$ cat config.mk
export PLATFORM = sky130hd
export DESIGN_NAME = tzeros
export DESIGN_NICKNAME = d
export VERILOG_FILES = /design/src/rtl/tzeros_pkg.sv /design/src/rtl/tzeros_enc.sv /design/src/rtl/tzeros.sv
export SDC_FILE = /design/constraint.sdc
export NUM_CORES = 1
export LEC_CHECK = 0
export BUFFER_PORTS_ARGS = -buffer_cell sky130_fd_sc_hd__buf_2
export CAP_MARGIN = 25
export CORE_AREA = 2 2 39 41
export CTS_CLUSTER_DIAMETER = 40
export DETAILED_ROUTE_END_ITERATION = 6
export DIE_AREA = 0 0 41 43
export PLACE_DENSITY = 0.47
export SYNTH_ARGS = -nofsm -noshare
export SYNTH_HDL_FRONTEND = slang
export SYNTH_SLANG_ARGS = --single-unit
$ cat constraint.sdc
create_clock -name clk -period 1.2 [get_ports clk]
set_clock_uncertainty 0.1 [all_clocks]
set_input_delay 0.24 -clock clk [delete_from_list [all_inputs] [get_ports clk]]
set_output_delay 0.24 -clock clk [all_outputs]
set_load 0.05 [all_outputs]
$ cat src/rtl/tzeros_pkg.sv
// tzeros_pkg -- shared constants and helpers for the trailing-zero counter.
//   TZ_DATA_WIDTH : default input word width
//   tz_out_w(w)   : result width able to hold 0..w inclusive ($clog2(w)+1)
package tzeros_pkg;

  localparam int TZ_DATA_WIDTH = 8;

  // One extra bit over $clog2 so the all-zeros result (== w) fits even
  // when w is a power of two.
  function automatic int tz_out_w(input int w);
    return $clog2(w) + 1;
  endfunction

endpackage

$ cat src/rtl/tzeros_enc.sv
// tzeros_enc -- combinational trailing-zero priority encoder.
// Ports:
//   din_i [DATA_WIDTH-1:0]  word to examine
//   cnt_o [OUT_W-1:0]       index of lowest set bit, or DATA_WIDTH if none
module tzeros_enc
  import tzeros_pkg::*;
#(
  parameter int DATA_WIDTH = TZ_DATA_WIDTH,
  localparam int OUT_W     = tz_out_w(DATA_WIDTH)
) (
  input  logic [DATA_WIDTH-1:0] din_i,
  output logic [OUT_W-1:0]      cnt_o
);

  // Scan MSB->LSB so the lowest set bit is the last to assign and wins.
  always_comb begin
    cnt_o = OUT_W'(DATA_WIDTH);
    for (int i = DATA_WIDTH - 1; i >= 0; i--) begin
      if (din_i[i]) cnt_o = OUT_W'(i);
    end
  end

endmodule

$ cat src/rtl/tzeros.sv
// tzeros -- registered trailing-zero counter, one cycle of latency.
// Ports:
//   clk, rst            rising-edge clock, synchronous active-high reset
//   din_valid, din      qualified input word (din ignored while !din_valid)
//   dout_valid          high the cycle after a valid input was captured
//   dout                trailing-zero count, held across idle cycles
//   dout_zero           (TZEROS_ZERO_FLAG_EN only) captured word was all zeros
// Build option: define TZEROS_ZERO_FLAG_EN to add the dout_zero output.
module tzeros
  import tzeros_pkg::*;
#(
  parameter int DATA_WIDTH = TZ_DATA_WIDTH,
  localparam int OUT_W     = tz_out_w(DATA_WIDTH)
) (
  input  logic                  clk,
  input  logic                  rst,
  input  logic                  din_valid,
  input  logic [DATA_WIDTH-1:0] din,
  output logic                  dout_valid,
`ifdef TZEROS_ZERO_FLAG_EN
  output logic                  dout_zero,
`endif
  output logic [OUT_W-1:0]      dout
);

  logic [OUT_W-1:0] cnt;
  logic             vld_q, vld_d;
  logic [OUT_W-1:0] dout_q, dout_d;

  tzeros_enc #(.DATA_WIDTH(DATA_WIDTH)) u_enc (
    .din_i (din),
    .cnt_o (cnt)
  );

  // Result only moves on a valid input; X on din while idle never reaches
  // the register because the mux selects the held value.
  assign vld_d  = din_valid;
  assign dout_d = din_valid ? cnt : dout_q;

  always_ff @(posedge clk) begin
    if (rst) begin
      vld_q  <= 1'b0;
      dout_q <= '0;
    end else begin
      vld_q  <= vld_d;
      dout_q <= dout_d;
    end
  end

  assign dout_valid = vld_q;
  assign dout       = dout_q;

`ifdef TZEROS_ZERO_FLAG_EN
  logic zero_q, zero_d;

  assign zero_d = din_valid ? (cnt == OUT_W'(DATA_WIDTH)) : zero_q;

  always_ff @(posedge clk) begin
    if (rst) zero_q <= 1'b0;
    else     zero_q <= zero_d;
  end

  assign dout_zero = zero_q;
`endif

endmodule

## Yosys cells after proc, flatten, opt, wreduce, memory -nomap -nowiden

Cells that the tools add are included.

- Input bits: 11
- Register bits: 5
- Word-level logic and storage cells: 10
- Output and inout port bits: 5

- Mux-type cells: 8

Operators by type and width:

| kind | count |
|---|---|
| 2-to-1 mux 4 bit | 8 |

## Depth between registers and ports, before layout

- Depth after elaboration: 8
- Depth in mapped cells: 3
- Mapped depth without buffers: 3

## By module

Synthesis repeated with hierarchy kept, for this count alone.

- Cells, all modules: 29
- Area, all modules: 259.0 um^2

Modules (own cells, without submodules):

| module | area each (um^2) | times used | seq. area each (um^2) | cells each |
|---|---|---|---|---|
| tzeros | 172.7 | 1 | 100.1 | 15 |
| tzeros_enc | 86.3 | 1 | 0.0 | 14 |

## Least setup slack after synthesis

Ideal clock, no wire load.

- Path kind: input port to flip-flop
- From: input port din[6]
- To: register dout_q[0] (netlist: dout[0])
- Path buffers: 0
- Required time: 1026 ps
- Library setup time: 74 ps
- Slack: -10 ps
- Arrival: 1036 ps
- Cell stages on the path: 3
- Path through: or3b_1 -> a311o_1 -> a31oi_1

- Cells in the longest elaborated chain, start to end: 7

RTL lines:

| item | RTL line | text |
|---|---|---|
| from (decl) | tzeros.sv:18 | `input logic [DATA_WIDTH-1:0] din,` |
| 2-to-1 mux 4 bit (7 in a row) | tzeros_enc.sv:19 | `if (din_i[i]) cnt_o = OUT_W'(i);` |
| to (signal assigned) | tzeros.sv:46 | `dout_q <= dout_d;` |
| to (decl) | tzeros.sv:28 | `logic [OUT_W-1:0] dout_q, dout_d;` |

Every way passes these cells.
A chain may end at the register's enable or synchronous reset.

## Final worst setup path

- From: register dout_q[0] (netlist: dout[0])
- To: output port dout[0]

RTL lines:

| item | RTL line | text |
|---|---|---|
| to (decl) | tzeros.sv:23 | `output logic [OUT_W-1:0] dout` |

No word-level cell between the ends.

==> flow_summary.yaml <==
run_status:
  status: "finished, final reports clean"
die:
  initial_core_util_pct: 17.4
  num_rows: 14
  fp.dieH_um: 43
  io_pins: 16
  die_width_um: 41
  dieArea_mm2: 0.00176
  core_mm2: 0.00138
worst_setup_path:
  crit_chain: "clkbuf_4"
  endpoint_kind: "primary output"
  critical_path_buf_inv_count: 1
  crit_path_start: "dout[0]"
  start_kind: "flop"
  critPathSlowestCell: "dfxtp_1"
  arrival_ns: 0.81
  crit_type: "flop to primary output"
  timing.rr.start: "dout[1]"
  cpPeakStageDelay_ns: 0.33
  crit_fanout: 2
  required_ns: 0.86
  cp_top_family: "flip-flops"
detailed_routing:
  drtIter0Drc: 4
  vias: 290
  drcViolationCount: 0
  routed_wl_um: 632
  vias_per_cell: 4.14
  first_pass_iters: 4
  ant_nets: 0
  routedWlPerCell_um: 9.03
clock_network:
  cts_resized: 0
  cts_tree: "done"
  insertion_delay_ns: 0.24
  cts_buffers: 3
  cts-root-buf: "clkbuf_4"
  cts_max_path_buffers: 2
  cts_setup_buffers: 0
  h-tree-depth: 1
  cts_hold_buf: 0
  cts_sinks: 5
  clkTransAtPathRegs_ns: 0.05
sta:
  worst_pin_slew_ns: 0.254
  holdWs_ns: 0.165
  setup_ws_ns: 0.0522
  finalCritPeriodShare_pct: 95.6
  max_freq_ghz: 0.871
  setup_viol: 0
  finalHoldViolCount: 0
  finalCriticalPeriod_ns: 1.15
  fin_tns_setup_ns: 0
  slew_violations: 0
  slew_headroom_pct: 82.9
  rsz0062_at_grt: "no"
synthesis:
  syn_inst: 27
  synthXorXnorAreaFrac_pct: 0
  synth-simple-area-share_pct: 37.5
  ys_seq_area_share_pct: 41.7
  synth_cell_types: 19
  ys_warn_count: 0
  yosys.area_share.adder_pct: 0
  synth-compound-area-share_pct: 19.3
  yosysTopAreaCell: "dfxtp_1"
  ys_ff_latch: 5
  synthMuxAreaShare_pct: 0
  synth_top_family_by_area: "simple AND/OR/NAND/NOR gates"
  syn-cell-area_um2: 240
  syn-mean-instance-area_um2: 8.90
  synth_top_area_share_pct: 41.7
  synthesis.nets: 38
  ys_top_cells_by_area: "dfxtp_1 (42%), nand2b_1 (5.2%), nor4_1 (5.2%), nor2_1 (4.7%), a311o_1 (4.2%)"
cells_and_area:
  fillers: 153
  areaGrowthSynthToFinish_pct: 79.7
  finalInstanceArea_um2: 432
  diodes: 0
  nets: 66
  drive_gt1_share_pct: 51.9
placement:
  port_buffers: 15
  dp_slack_ns: -0.167
  place_area_um2: 395
  finalWeightedCongestion: 0.742
  post-dp-hpwl_um: 545
hold_path:
  holdCritStartpoint: "din[3]"
  worstHoldPathType: "input port to flop"
global_routing:
  gr-total-overflow: 0
  antenna_found_initial: 0
  grt_start_max_net_pins: 7
  grt_usage_pct: 10.1
  grt_pass1_vias: 237
  grt_pass1_wl_um: 1030
pwr:
  p_clk_share_pct: 41.9
  peakVddDrop_mv: 0.259
  p_per_area_mw_per_mm2: 1100
  p_seq_share_pct: 37.1
  share_comb_of_total_power_pct: 21.0
  internal_power_mw: 0.346
  switching_share_pct: 26.9
  power_leakage_nw: 0.197
  switchingPower_mw: 0.127
run:
  drv_cap: 0
==> synth_stat cells (all sizes together) <==
cell type,instances
or4,1
nand3b,1
a311o,1
o21ai,1
or3b,1
or2,1
o31a,1
nor2b,1
nor3,1
a31oi,1
nand2,1
nand2b,3
nor2,3
dfxtp,5
inv,1
a22o,1
nor4,2
a211oi,1
==> layout make-up <==
type                    count  area [um^2]  area share [%]
clock buffers               4         26.3            6.09
inverters                   1         3.75           0.870
multi-input cells          21          136            31.6
flip-flops and latches      5          100            23.2
well taps                  16         20.0            4.64
repair buffers             23          145            33.6
==> cells in the final DEF (no fill, tap or decap) <==
cell	count
nor2_1	3
nor4_1	2
nor2b_1	1
nand2b_2	1
nand2b_1	2
nand2_1	1
nand3b_1	1
a311o_1	1
a22o_1	1
nor3_1	1
or2_2	1
o21ai_1	1
o31a_1	1
buf_2	11
a31oi_1	1
inv_1	1
or3b_1	1
a211oi_1	1
clkbuf_4	7
buf_4	8
dfxtp_1	5
or4_1	1
clkbuf_1	1
==> stage by stage <==
step / instances / power, mW / util, %
finish: 70 / 0.473 / 31.2
global route: 70 / 0.515 / 31.2
CTS: 70 / 0.482 / 30.5
detailed placement: 66 / 0.277 / 28.6
global placement: 66 / 0.277 / 28.6
floorplan: 27 / 0.223 / -
==> logic make-up after synthesis <==
kind of cell           after synthesis
AO/OA/AOI/OAI                        6
flip-flops                           5
AND/OR/NAND/NOR                     15
buffers and inverters                1
==> flip-flops by register name, summed over array words and instances, names as in the netlist <==
signal and count:
dout_valid 1, dout 4
==> path summary, 6_finish.rpt <==
kind | endpoint | slack (ns) | cells after the start
setup / recovery | dout[0] | 0.05 | 1
hold / removal | dout[1] | 0.17 | 2
setup reg to reg | dout[1] | 0.33 | 3
hold reg to reg | dout[2] | 0.34 | 2
==> power by group through the flow <==
| stage | logic, mW | registers [mW] | clock network [mW] |
|---|---|---|---|
| after floorplan | 0.0215 | 0.201 | 0 |
| final | 0.0992 | 0.176 | 0.198 |
| after CTS | 0.0984 | 0.176 | 0.208 |
| after global placement | 0.0980 | 0.179 | 0 |
| after detailed placement | 0.0981 | 0.179 | 0 |
| after global routing | 0.108 | 0.176 | 0.231 |
==> per-layer routing <==
layer	up-vias	routed length, um	global-route usage, %
met2	12	298	10.0
met3	0	44	4.71
met4	0	0	14.0
li1	156	-	-
met1	122	289	12.3
met5	-	0	0
(Power assumes the default switching activity.)
